File: src/rtl/lsu_mem.sv
// Memory-access stage: registers ALU results toward writeback, runs one req/ack data-bus
// transaction per load/store and formats load data. `define LSU_BUS_TIMEOUT_EN adds an ack-wait timeout.
module lsu_mem #(
    parameter int ADDR_W  = 32,
    parameter int TIMEOUT = 256
) (
    input  logic              clk,
    input  logic              rst,
    input  logic              ex_valid,
    output logic              ex_ready,
    input  logic [4:0]        ex_reg_waddr,
    input  logic              ex_reg_we,
    input  logic [31:0]       ex_reg_wdata,
    input  logic              ex_mem_rd,
    input  logic              ex_mem_wr,
    input  logic [2:0]        ex_mem_op,
    input  logic [31:0]       ex_store_data,
    output logic              dbus_req,
    output logic              dbus_we,
    output logic [ADDR_W-1:0] dbus_addr,
    output logic [3:0]        dbus_be,
    output logic [31:0]       dbus_wdata,
    input  logic              dbus_ack,
    input  logic [31:0]       dbus_rdata,
    output logic              wb_valid,
    output logic [4:0]        wb_reg_waddr,
    output logic              wb_reg_we,
    output logic [31:0]       wb_reg_wdata,
    output logic              misalign_o,
    output logic              bus_err_o
);
    typedef enum logic {IDLE = 1'b0, BUS = 1'b1} state_t;
    state_t state_reg, state_next;

    logic [ADDR_W-1:0] addr;
    logic [1:0]        offs;
    logic              is_mem, is_store, is_half, is_word, misaligned, accept, tmo_hit;
    logic [3:0]        be_byte, be_req;
    logic [31:0]       wdata_req, load_data;
    logic [7:0]        rd_byte [4];
    logic [7:0]        sel_byte;
    logic [15:0]       sel_half;

    logic              dbus_we_reg, dbus_we_next;
    logic [ADDR_W-1:0] dbus_addr_reg, dbus_addr_next;
    logic [3:0]        dbus_be_reg, dbus_be_next;
    logic [31:0]       dbus_wdata_reg, dbus_wdata_next;
    logic              wb_valid_reg, wb_valid_next;
    logic [4:0]        wb_waddr_reg, wb_waddr_next;
    logic              wb_we_reg, wb_we_next;
    logic [31:0]       wb_wdata_reg, wb_wdata_next;
    logic              misalign_reg, misalign_next;
    logic              bus_err_reg, bus_err_next;
    logic [2:0]        op_reg, op_next;
    logic [1:0]        offs_reg, offs_next;
    logic [4:0]        pend_waddr_reg, pend_waddr_next;
    logic              pend_we_reg, pend_we_next;

    assign addr       = ex_reg_wdata[ADDR_W-1:0];
    assign offs       = addr[1:0];
    assign is_mem     = ex_mem_rd | ex_mem_wr;
    assign is_store   = ex_mem_wr;
    // op[1] set means word size, which also absorbs the unused codes 011/110/111
    assign is_word    = ex_mem_op[1];
    assign is_half    = !ex_mem_op[1] && ex_mem_op[0];
    assign misaligned = (is_half && offs[0]) || (is_word && offs != 2'b00);
    assign ex_ready   = (state_reg == IDLE) && !rst;
    assign accept     = ex_valid && ex_ready;

    genvar gi;
    generate
        for (gi = 0; gi < 4; gi++) begin : g_lane
            assign be_byte[gi] = (offs == 2'(gi));
            assign rd_byte[gi] = dbus_rdata[8*gi +: 8];
        end
    endgenerate

    assign be_req    = is_word ? 4'b1111 : (is_half ? (offs[1] ? 4'b1100 : 4'b0011) : be_byte);
    assign wdata_req = is_word ? ex_store_data
                     : (is_half ? {2{ex_store_data[15:0]}} : {4{ex_store_data[7:0]}});

    assign sel_byte = rd_byte[offs_reg];
    assign sel_half = offs_reg[1] ? dbus_rdata[31:16] : dbus_rdata[15:0];

    always_comb begin
        load_data = dbus_rdata;
        if (!op_reg[1]) begin
            if (op_reg[0]) load_data = {{16{sel_half[15] & ~op_reg[2]}}, sel_half};
            else           load_data = {{24{sel_byte[7] & ~op_reg[2]}}, sel_byte};
        end
    end

`ifdef LSU_BUS_TIMEOUT_EN
    localparam int CNT_W = ($clog2(TIMEOUT + 1) > 8) ? $clog2(TIMEOUT + 1) : 8;
    logic [CNT_W-1:0] tmo_cnt_reg;

    always_ff @(posedge clk) begin
        if (rst || state_reg != BUS) tmo_cnt_reg <= '0;
        else                         tmo_cnt_reg <= tmo_cnt_reg + CNT_W'(1);
    end
    // Counter reads TIMEOUT-1 during the TIMEOUT-th cycle spent in BUS
    assign tmo_hit = (tmo_cnt_reg == CNT_W'(TIMEOUT - 1));
`else
    assign tmo_hit = 1'b0;
`endif

    always_comb begin
        state_next      = state_reg;
        dbus_we_next    = dbus_we_reg;
        dbus_addr_next  = dbus_addr_reg;
        dbus_be_next    = dbus_be_reg;
        dbus_wdata_next = dbus_wdata_reg;
        wb_valid_next   = 1'b0;
        wb_waddr_next   = wb_waddr_reg;
        wb_we_next      = wb_we_reg;
        wb_wdata_next   = wb_wdata_reg;
        misalign_next   = 1'b0;
        bus_err_next    = 1'b0;
        op_next         = op_reg;
        offs_next       = offs_reg;
        pend_waddr_next = pend_waddr_reg;
        pend_we_next    = pend_we_reg;
        case (state_reg)
            IDLE: begin
                if (accept) begin
                    if (!is_mem) begin
                        wb_valid_next = 1'b1;
                        wb_waddr_next = ex_reg_waddr;
                        wb_we_next    = ex_reg_we;
                        wb_wdata_next = ex_reg_wdata;
                    end else if (misaligned) begin
                        wb_valid_next = 1'b1;
                        wb_waddr_next = ex_reg_waddr;
                        wb_we_next    = 1'b0;
                        wb_wdata_next = ex_reg_wdata;
                        misalign_next = 1'b1;
                    end else begin
                        state_next      = BUS;
                        dbus_we_next    = is_store;
                        dbus_addr_next  = {addr[ADDR_W-1:2], 2'b00};
                        dbus_be_next    = be_req;
                        dbus_wdata_next = wdata_req;
                        op_next         = ex_mem_op;
                        offs_next       = offs;
                        pend_waddr_next = ex_reg_waddr;
                        pend_we_next    = ex_reg_we & ~is_store;
                    end
                end
            end
            BUS: begin
                // An ack in the timeout cycle wins over the timeout
                if (dbus_ack) begin
                    state_next    = IDLE;
                    wb_valid_next = 1'b1;
                    wb_waddr_next = pend_waddr_reg;
                    wb_we_next    = pend_we_reg;
                    wb_wdata_next = dbus_we_reg ? 32'd0 : load_data;
                end else if (tmo_hit) begin
                    state_next    = IDLE;
                    wb_valid_next = 1'b1;
                    wb_waddr_next = pend_waddr_reg;
                    wb_we_next    = 1'b0;
                    wb_wdata_next = 32'd0;
                    bus_err_next  = 1'b1;
                end
            end
            default: state_next = IDLE;
        endcase
    end

    always_ff @(posedge clk) begin
        if (rst) begin
            state_reg      <= IDLE;
            dbus_we_reg    <= 1'b0;
            dbus_addr_reg  <= '0;
            dbus_be_reg    <= 4'd0;
            dbus_wdata_reg <= 32'd0;
            wb_valid_reg   <= 1'b0;
            wb_waddr_reg   <= 5'd0;
            wb_we_reg      <= 1'b0;
            wb_wdata_reg   <= 32'd0;
            misalign_reg   <= 1'b0;
            bus_err_reg    <= 1'b0;
            op_reg         <= 3'd0;
            offs_reg       <= 2'd0;
            pend_waddr_reg <= 5'd0;
            pend_we_reg    <= 1'b0;
        end else begin
            state_reg      <= state_next;
            dbus_we_reg    <= dbus_we_next;
            dbus_addr_reg  <= dbus_addr_next;
            dbus_be_reg    <= dbus_be_next;
            dbus_wdata_reg <= dbus_wdata_next;
            wb_valid_reg   <= wb_valid_next;
            wb_waddr_reg   <= wb_waddr_next;
            wb_we_reg      <= wb_we_next;
            wb_wdata_reg   <= wb_wdata_next;
            misalign_reg   <= misalign_next;
            bus_err_reg    <= bus_err_next;
            op_reg         <= op_next;
            offs_reg       <= offs_next;
            pend_waddr_reg <= pend_waddr_next;
            pend_we_reg    <= pend_we_next;
        end
    end

    assign dbus_req     = (state_reg == BUS);
    assign dbus_we      = dbus_we_reg;
    assign dbus_addr    = dbus_addr_reg;
    assign dbus_be      = dbus_be_reg;
    assign dbus_wdata   = dbus_wdata_reg;
    assign wb_valid     = wb_valid_reg;
    assign wb_reg_waddr = wb_waddr_reg;
    assign wb_reg_we    = wb_we_reg;
    assign wb_reg_wdata = wb_wdata_reg;
    assign misalign_o   = misalign_reg;
    assign bus_err_o    = bus_err_reg;
endmodule

File: config.mk
export PLATFORM = sky130hd
export DESIGN_NAME = lsu_mem
export DESIGN_NICKNAME = d
export VERILOG_FILES = /design/src/rtl/lsu_mem.sv
export SDC_FILE = /design/constraint.sdc
export NUM_CORES = 1
export LEC_CHECK = 0
export CORE_UTILIZATION = 44
export CTS_CLUSTER_DIAMETER = 30
export CTS_CLUSTER_SIZE = 14
export DETAILED_ROUTE_END_ITERATION = 10
export MAX_ROUTING_LAYER = met4
export PLACE_DENSITY = 0.8
export SYNTH_ARGS = -nofsm -noshare
export SYNTH_HDL_FRONTEND = slang
export SYNTH_SLANG_ARGS = --single-unit
File: constraint.sdc
create_clock -name clk -period 2.05 [get_ports clk]
set_clock_uncertainty 0.15 [all_clocks]
set_input_delay 0.205 -clock clk [delete_from_list [all_inputs] [get_ports clk]]
set_output_delay 0.205 -clock clk [all_outputs]
set_load 0.05 [all_outputs]
==> results.cfg, run 1 <==
[timing]
setup-violations-final = 0
min_period_over_period = 0.998
maxClockFrequency_mhz = 489
timing_hold_violations_final = 0
final-max-slew-violation-count = 0
final_period_minus_worst_setup_slack_ns = 2.04
worst_pin_slew_ns = 0.578
max-slew-margin-rel = 0.613
unrepaired_setup_endpoints_after_global_routing = yes

[setup_path]
timing.critical_path.fanout_max = 7
cp_startpoint_kind = register
setup.reg_to_reg.worst_slack_ns = 0.005
worst_r2r_startpoint = dbus_req
worst-setup-path-type = reg -> reg
crit_required_ns = 2.17
r2r_cells = 6
critical_path_arrival_ns = 2.17
critical_path.endpoint_type = register
worst_r2r_endpoint = wb_reg_wdata[20]

[floorplanning]
horizontal_extent_of_the_die_um = 117
die-area_mm2 = 0.0136
row_count = 41
top_level_ports = 223
die_y_um = 117
starting_density = 0.455
core_box_area_mm2 = 0.0127

[route]
route.final.wire_length_um = 20800
route.detailed.vias_per_inst = 5.64
route.detailed.wl_per_inst_um = 18.9
drtIter0Drc = 481
route.vias.total = 6207
drcViolationCount = 0
detailedRoute.firstPassIterationCount = 5
final_antenna_net_count = 0

[power]
ir_worst_vdd_v = 0.000489
p_total_mw = 7.32
power.density_cell_area_mw_per_mm2 = 800
power_leakage_nw = 3.21

[yosys]
netlist_area_mm2 = 0.00579
synth.avg_cell_area_um2 = 8.33
synth.yosys.seq_area_share = 0.411
ys_seq_elements = 119
instance_count_of_the_mapped_netlist = 695
synth-warning-count = 0
ys_types = 38

[placement]
gpl.final_weighted_congestion = 0.991
placement.cell_area_mm2 = 0.00838
detailedPlacementHpwl_um = 14900
number_of_i_o_port_buffers = 219

[clock_tree]
clk_pin_slew_worst_paths_ns = 0.05
root_buffer = sky130_fd_sc_hd__clkbuf_16
cts_tree = done
cts-root-to-sink-buffers = 2
latest_clock_arrival_within_the_worst_skew_pair_ns = 0.41
cts.sinks = 119
tritoncts.num_buffers = 17
htree_levels = 4

[cells_and_area]
ff_latch_area_mm2 = 0.00238
ant_cells = 0
finalCoreUtilization = 0.719
syn_to_final_growth_pct = 58.0
multiInputGateArea_mm2 = 0.00309
fraction_of_layout_cells_with_a_size_suffix_above_1 = 0.122
num-nets-final = 1027
fill_cells = 1006
fin_area_mm2 = 0.00915

[status]
status = finished clean

[grt]
grt-ovfl-total = 0
groute.usage.overall = 0.316
grt_antenna_before_repair = 0
via_count_of_the_first_global_routing_pass = 6181
grt_pass1_wl_um = 31500
grt_start_max_net_pins = 123

[worst_hold_path]
timing.hold.worst_endpoint = op_reg[1]
holdCritStartpoint = rst
hold_path.class = in -> reg
hold-path-cell-count = 3

[flow_run]
drv_cap = 0
==> worst max-delay path: stages, from the launching register on <==
cell and delay (ns):
sky130_fd_sc_hd__dfxtp_2 0.35, sky130_fd_sc_hd__or3b_4 0.39, sky130_fd_sc_hd__a221oi_4 0.31, sky130_fd_sc_hd__clkbuf_16 0.24, sky130_fd_sc_hd__a2bb2oi_4 0.21, sky130_fd_sc_hd__clkbuf_16 0.19, sky130_fd_sc_hd__a211oi_1 0.07
==> synthesized netlist by cell type <==
cell | number | area, µm²
sky130_fd_sc_hd__buf_4 | 6 | 45.0
sky130_fd_sc_hd__conb_1 | 1 | 3.75
sky130_fd_sc_hd__nor2_1 | 17 | 63.8
sky130_fd_sc_hd__inv_1 | 9 | 33.8
sky130_fd_sc_hd__a211o_1 | 6 | 52.6
sky130_fd_sc_hd__nand2_1 | 134 | 503
sky130_fd_sc_hd__nand4_1 | 1 | 6.26
sky130_fd_sc_hd__or3b_1 | 2 | 17.5
sky130_fd_sc_hd__a211oi_1 | 26 | 195
sky130_fd_sc_hd__a22oi_1 | 1 | 7.51
sky130_fd_sc_hd__nand2b_1 | 19 | 119
sky130_fd_sc_hd__o21ai_0 | 8 | 40.0
sky130_fd_sc_hd__dfxtp_1 | 119 | 2380
sky130_fd_sc_hd__nor3b_1 | 1 | 7.51
sky130_fd_sc_hd__o211ai_1 | 16 | 120
sky130_fd_sc_hd__nor4b_1 | 9 | 78.8
sky130_fd_sc_hd__o32ai_1 | 6 | 52.6
sky130_fd_sc_hd__nor4bb_1 | 8 | 80.1
sky130_fd_sc_hd__o221ai_1 | 8 | 70.1
sky130_fd_sc_hd__buf_2 | 20 | 100
sky130_fd_sc_hd__and2_1 | 2 | 12.5
sky130_fd_sc_hd__a2bb2oi_4 | 1 | 26.3
sky130_fd_sc_hd__nor2_2 | 1 | 6.26
sky130_fd_sc_hd__nand3b_1 | 1 | 7.51
sky130_fd_sc_hd__mux2i_1 | 31 | 310
sky130_fd_sc_hd__or2_2 | 2 | 12.5
sky130_fd_sc_hd__a221oi_4 | 2 | 52.6
sky130_fd_sc_hd__nor2b_1 | 35 | 219
sky130_fd_sc_hd__mux2_2 | 6 | 67.6
sky130_fd_sc_hd__a211oi_2 | 10 | 125
sky130_fd_sc_hd__clkbuf_1 | 38 | 143
sky130_fd_sc_hd__and4_1 | 1 | 8.76
sky130_fd_sc_hd__a2bb2oi_1 | 1 | 8.76
sky130_fd_sc_hd__a21oi_1 | 90 | 450
sky130_fd_sc_hd__a311oi_1 | 16 | 140
sky130_fd_sc_hd__nor3_1 | 36 | 180
sky130_fd_sc_hd__buf_1 | 2 | 7.51
sky130_fd_sc_hd__buf_6 | 3 | 33.8
==> per-layer routing <==
layer,global-route usage,vias to the layer above,routed length [µm],part of all wire
met2,0.505,304,9870,0.48
li1,-,2914,-,-
met4,0.173,0,1050,0.050
met5,-,-,0,0
met3,0.0877,82,1730,0.083
met1,0.357,2907,8130,0.39
==> worst max-delay path by stage <==
stage	startpoint	endpoint	slack, ns
after floorplan	dbus_req	wb_reg_wdata[10]	0.03
after global placement	ex_mem_wr	wb_reg_wdata[12]	-0.18
after detailed placement	ex_mem_wr	wb_reg_wdata[12]	-0.24
after CTS	offs_reg[1]	wb_reg_wdata[27]	0.008
after global routing	dbus_req	wb_reg_wdata[10]	-0.03
final	dbus_req	wb_reg_wdata[20]	0.005
==> layout make-up <==
class,instances,area share
inverters,9,0.00369
flip-flops and latches,119,0.261
clock inverters,8,0.0183
repair buffers,269,0.302
clock buffers,23,0.0533
multi-input cells,500,0.338
well taps,172,0.0235
==> cells by family (layout without fill, tap and decap cells) <==
kind of cell	after synthesis	after routing	share of synthesized area
compound gates	191	191	0.232
buf+inv	78	309	0.0627
flops	119	119	0.411
mux	37	37	0.0653
other cells	1	3	0.000648
simple gates	269	269	0.228
==> report_power, final <==
group          switching (mW)  total (mW)  internal (mW)
Sequential             0.0654        2.49           2.43
Clock                    1.05        3.33           2.27
Combinational           0.868        1.50          0.634
Total                    1.99        7.32           5.34
==> through the flow <==
| stage | worst slack, ns | setup TNS, ns | hold slack (ns) | instances |
|---|---|---|---|---|
| after global placement | -0.178 | -10.82 | 0.288 | 1065 |
| after global routing | -0.0348 | -0.166 | 0.0536 | 1100 |
| after detailed placement | -0.236 | -17.14 | 0.296 | 1065 |
| after CTS | 0.00764 | 0 | 0.199 | 1097 |
| final | 0.00501 | 0 | 0.0559 | 1100 |
| after floorplan | 0.0302 | 0 | 0.191 | 697 |
==> timing repair <==
action                     4_1_cts  5_1_grt
hold endpoints to repair         3        0
gates cloned                     0        2
setup endpoints to repair        1       39
resized for setup                1       12
pin swaps                        0        2
hold buffers                     1        0
setup buffers                    0        1
==> cell usage in the layout (no fill, tap or decap), drive strengths merged, types with 18 or more instances in the layout <==
| cell type | Yosys | final |
|---|---|---|
| nor2 | 18 | 18 |
| clkbuf | 38 | 25 |
| nand2 | 134 | 134 |
| clkdlybuf4s50 | 0 | 214 |
| dfxtp | 119 | 119 |
| a211oi | 36 | 36 |
| nor3 | 36 | 36 |
| a21oi | 90 | 90 |
| buf | 31 | 51 |
| nand2b | 19 | 19 |
| mux2i | 31 | 31 |
| nor2b | 35 | 35 |
Note: power is estimated with default switching activity, not from simulation.
==> inputs of run 2 (changes only) <==
CORE_MARGIN = 2   (was default)
==> run 2 against run 1 <==
Non-clock buffer count up 4. Largest cell class unchanged. Flip-flop and latch count unchanged. Highest routed layer unchanged. Worst setup slack better by 0.057 ns. Count of clock-buffer cells in the layout down 3. Sequential share of layout area up 0.38 points. Critical path depth down 5. Fmax up 2.9%. Largest power group unchanged. Global-route usage down 1.8 points. Critical endpoint is now wb_reg_wdata[20].
==> results.cfg, run 2 (synthesized netlist as in run 1, its figures left out) <==
[timing]
setup-violations-final = 0
hold_ws_ns = 0.0191
finalSetupTns_ns = 0
max-slew-margin-rel = 0.613
final_period_minus_worst_setup_slack_ns = 1.99
unrepaired_setup_endpoints_after_global_routing = no
worst_pin_slew_ns = 0.579
maxClockFrequency_mhz = 503
finalWorstSetupSlack_ns = 0.0622
final-max-slew-violation-count = 0
timing_hold_violations_final = 0
min_period_over_period = 0.970

[cells_and_area]
multiInputGateArea_mm2 = 0.00306
ff_latch_area_mm2 = 0.00238
fraction_of_layout_cells_with_a_size_suffix_above_1 = 0.120
num-nets-final = 1031
ant_cells = 0
finalCoreUtilization = 0.708
final_cell_mix = sky130_fd_sc_hd__clkdlybuf4s50_1, sky130_fd_sc_hd__nand2_1, sky130_fd_sc_hd__dfxtp_1, sky130_fd_sc_hd__a21oi_1, sky130_fd_sc_hd__buf_4
most_common_cell_after_layout_fill_and_taps_aside = sky130_fd_sc_hd__clkdlybuf4s50_1
fill_cells = 1010
syn_to_final_growth_pct = 55.6
final-instance-count-excl-fill = 1105
fin_area_mm2 = 0.00901

[floorplanning]
die_y_um = 119
top_level_ports = 223
die-area_mm2 = 0.0141
horizontal_extent_of_the_die_um = 119
core_box_area_mm2 = 0.0127
row_count = 41
starting_density = 0.455

[power]
combinationalPowerShare = 0.205
seqPwrFrac = 0.350
power.clock.fraction = 0.445
switching_power_mw = 2.00
power_leakage_nw = 3.17
power.density_cell_area_mw_per_mm2 = 791
ir_worst_vdd_v = 0.000560
p_int_mw = 5.13
p_total_mw = 7.13
switching_share = 0.281

[placement]
number_of_i_o_port_buffers = 219
post-place-ws_ns = -0.257
gpl.final_weighted_congestion = 0.923
placedCellCount = 1072
placement.cell_area_mm2 = 0.00837
detailedPlacementHpwl_um = 15500

[setup_path]
critical_path_arrival_ns = 1.63
setup.reg_to_reg.worst_slack_ns = 0.13
timing.critical_path.max_delay_family = buffers and inverters
start_point_of_the_critical_path = wb_reg_wdata[20]
crit_required_ns = 1.69
worst-setup-path-type = reg -> out
cp_startpoint_kind = register
critical_path.endpoint_type = output pin
worst_r2r_startpoint = dbus_req
cpMaxStageDelayCell = sky130_fd_sc_hd__clkdlybuf4s50_1
critical_path.max_stage_delay_ns = 0.83
timing.critical_path.fanout_max = 2
worstPathCellList = clkdlybuf4s50_1
cp_buf_inv_count = 1
worst_r2r_endpoint = wb_reg_wdata[14]
r2r_cells = 6

[worst_hold_path]
hold-path-cell-count = 4
holdCritStartpoint = rst
hold_path.class = in -> reg
timing.hold.worst_endpoint = misalign_o

[grt]
groute.usage.overall = 0.298
grt-ovfl-total = 0
via_count_of_the_first_global_routing_pass = 6077
grt_start_max_net_pins = 125
grt_antenna_before_repair = 0
grt_pass1_wl_um = 32000

[route]
route.final.wire_length_um = 20500
route.vias.total = 6213
detailedRoute.firstPassIterationCount = 7
drtIter0Drc = 444
final_antenna_net_count = 0
drcViolationCount = 0
route.detailed.wl_per_inst_um = 18.6
route.detailed.vias_per_inst = 5.62

[clock_tree]
htree_levels = 4
tritoncts.num_buffers = 17
clk_pin_slew_worst_paths_ns = 0.06
latest_clock_arrival_within_the_worst_skew_pair_ns = 0.42
cts-root-to-sink-buffers = 2
cts.sinks = 119
cts_tree = done
root_buffer = sky130_fd_sc_hd__clkbuf_16

[status]
status = finished clean

[flow_run]
drv_cap = 0
## run 2: tightest hold or removal path, delay by kind of cell
family | cells | cell delay, ns
AO/OA/AOI/OAI | 1 | 0.06
buffers and inverters | 1 | 0.11
AND/OR/NAND/NOR | 2 | 0.15
## run 2: worst max path at each step
stage                       end  slack [ns]  depth (start not counted)
2_1_floorplan  wb_reg_wdata[10]        0.03                          5
3_3_place_gp   wb_reg_wdata[17]       -0.19                          6
3_5_place_dp   wb_reg_wdata[19]       -0.26                          6
4_1_cts                 dbus_we       0.008                          2
5_1_grt         wb_reg_wdata[5]        0.01                          6
6_report       wb_reg_wdata[20]        0.06                          1
## run 2: timing repair
| item | in CTS | in global routing |
|---|---|---|
| hold buffers | 1 | 0 |
| buffers inserted | 0 | 0 |
| endpoints found under the setup margin | 0 | 2 |
| resized for setup | 0 | 2 |
| hold endpoints to repair | 1 | 0 |
## run 2: area by class of cell
type | count | area share
clock buffer | 20 | 0.0507
multi-input combinational | 500 | 0.339
timing repair buffer | 273 | 0.299
tap | 172 | 0.0239
sequential | 119 | 0.264
clock inverter | 12 | 0.0194
inverter | 9 | 0.00375
## run 2: power by group through the flow
| stage | combinational, mW | sequential [mW] | clock (mW) |
|---|---|---|---|
| detailed placement | 1.45 | 2.54 | 0 |
| finish | 1.46 | 2.49 | 3.17 |
| floorplan | 0.461 | 2.89 | 0 |
| global route | 1.54 | 2.50 | 3.32 |
| global placement | 1.43 | 2.54 | 0 |
| CTS | 1.46 | 2.49 | 3.21 |
## run 2: per-layer routing
| metal | routed length (µm) | GRT usage |
|---|---|---|
| met1 | 8320 | 0.346 |
| met2 | 9910 | 0.481 |
| met3 | 1610 | 0.0806 |
| met4 | 667 | 0.132 |
| met5 | 0 | - |
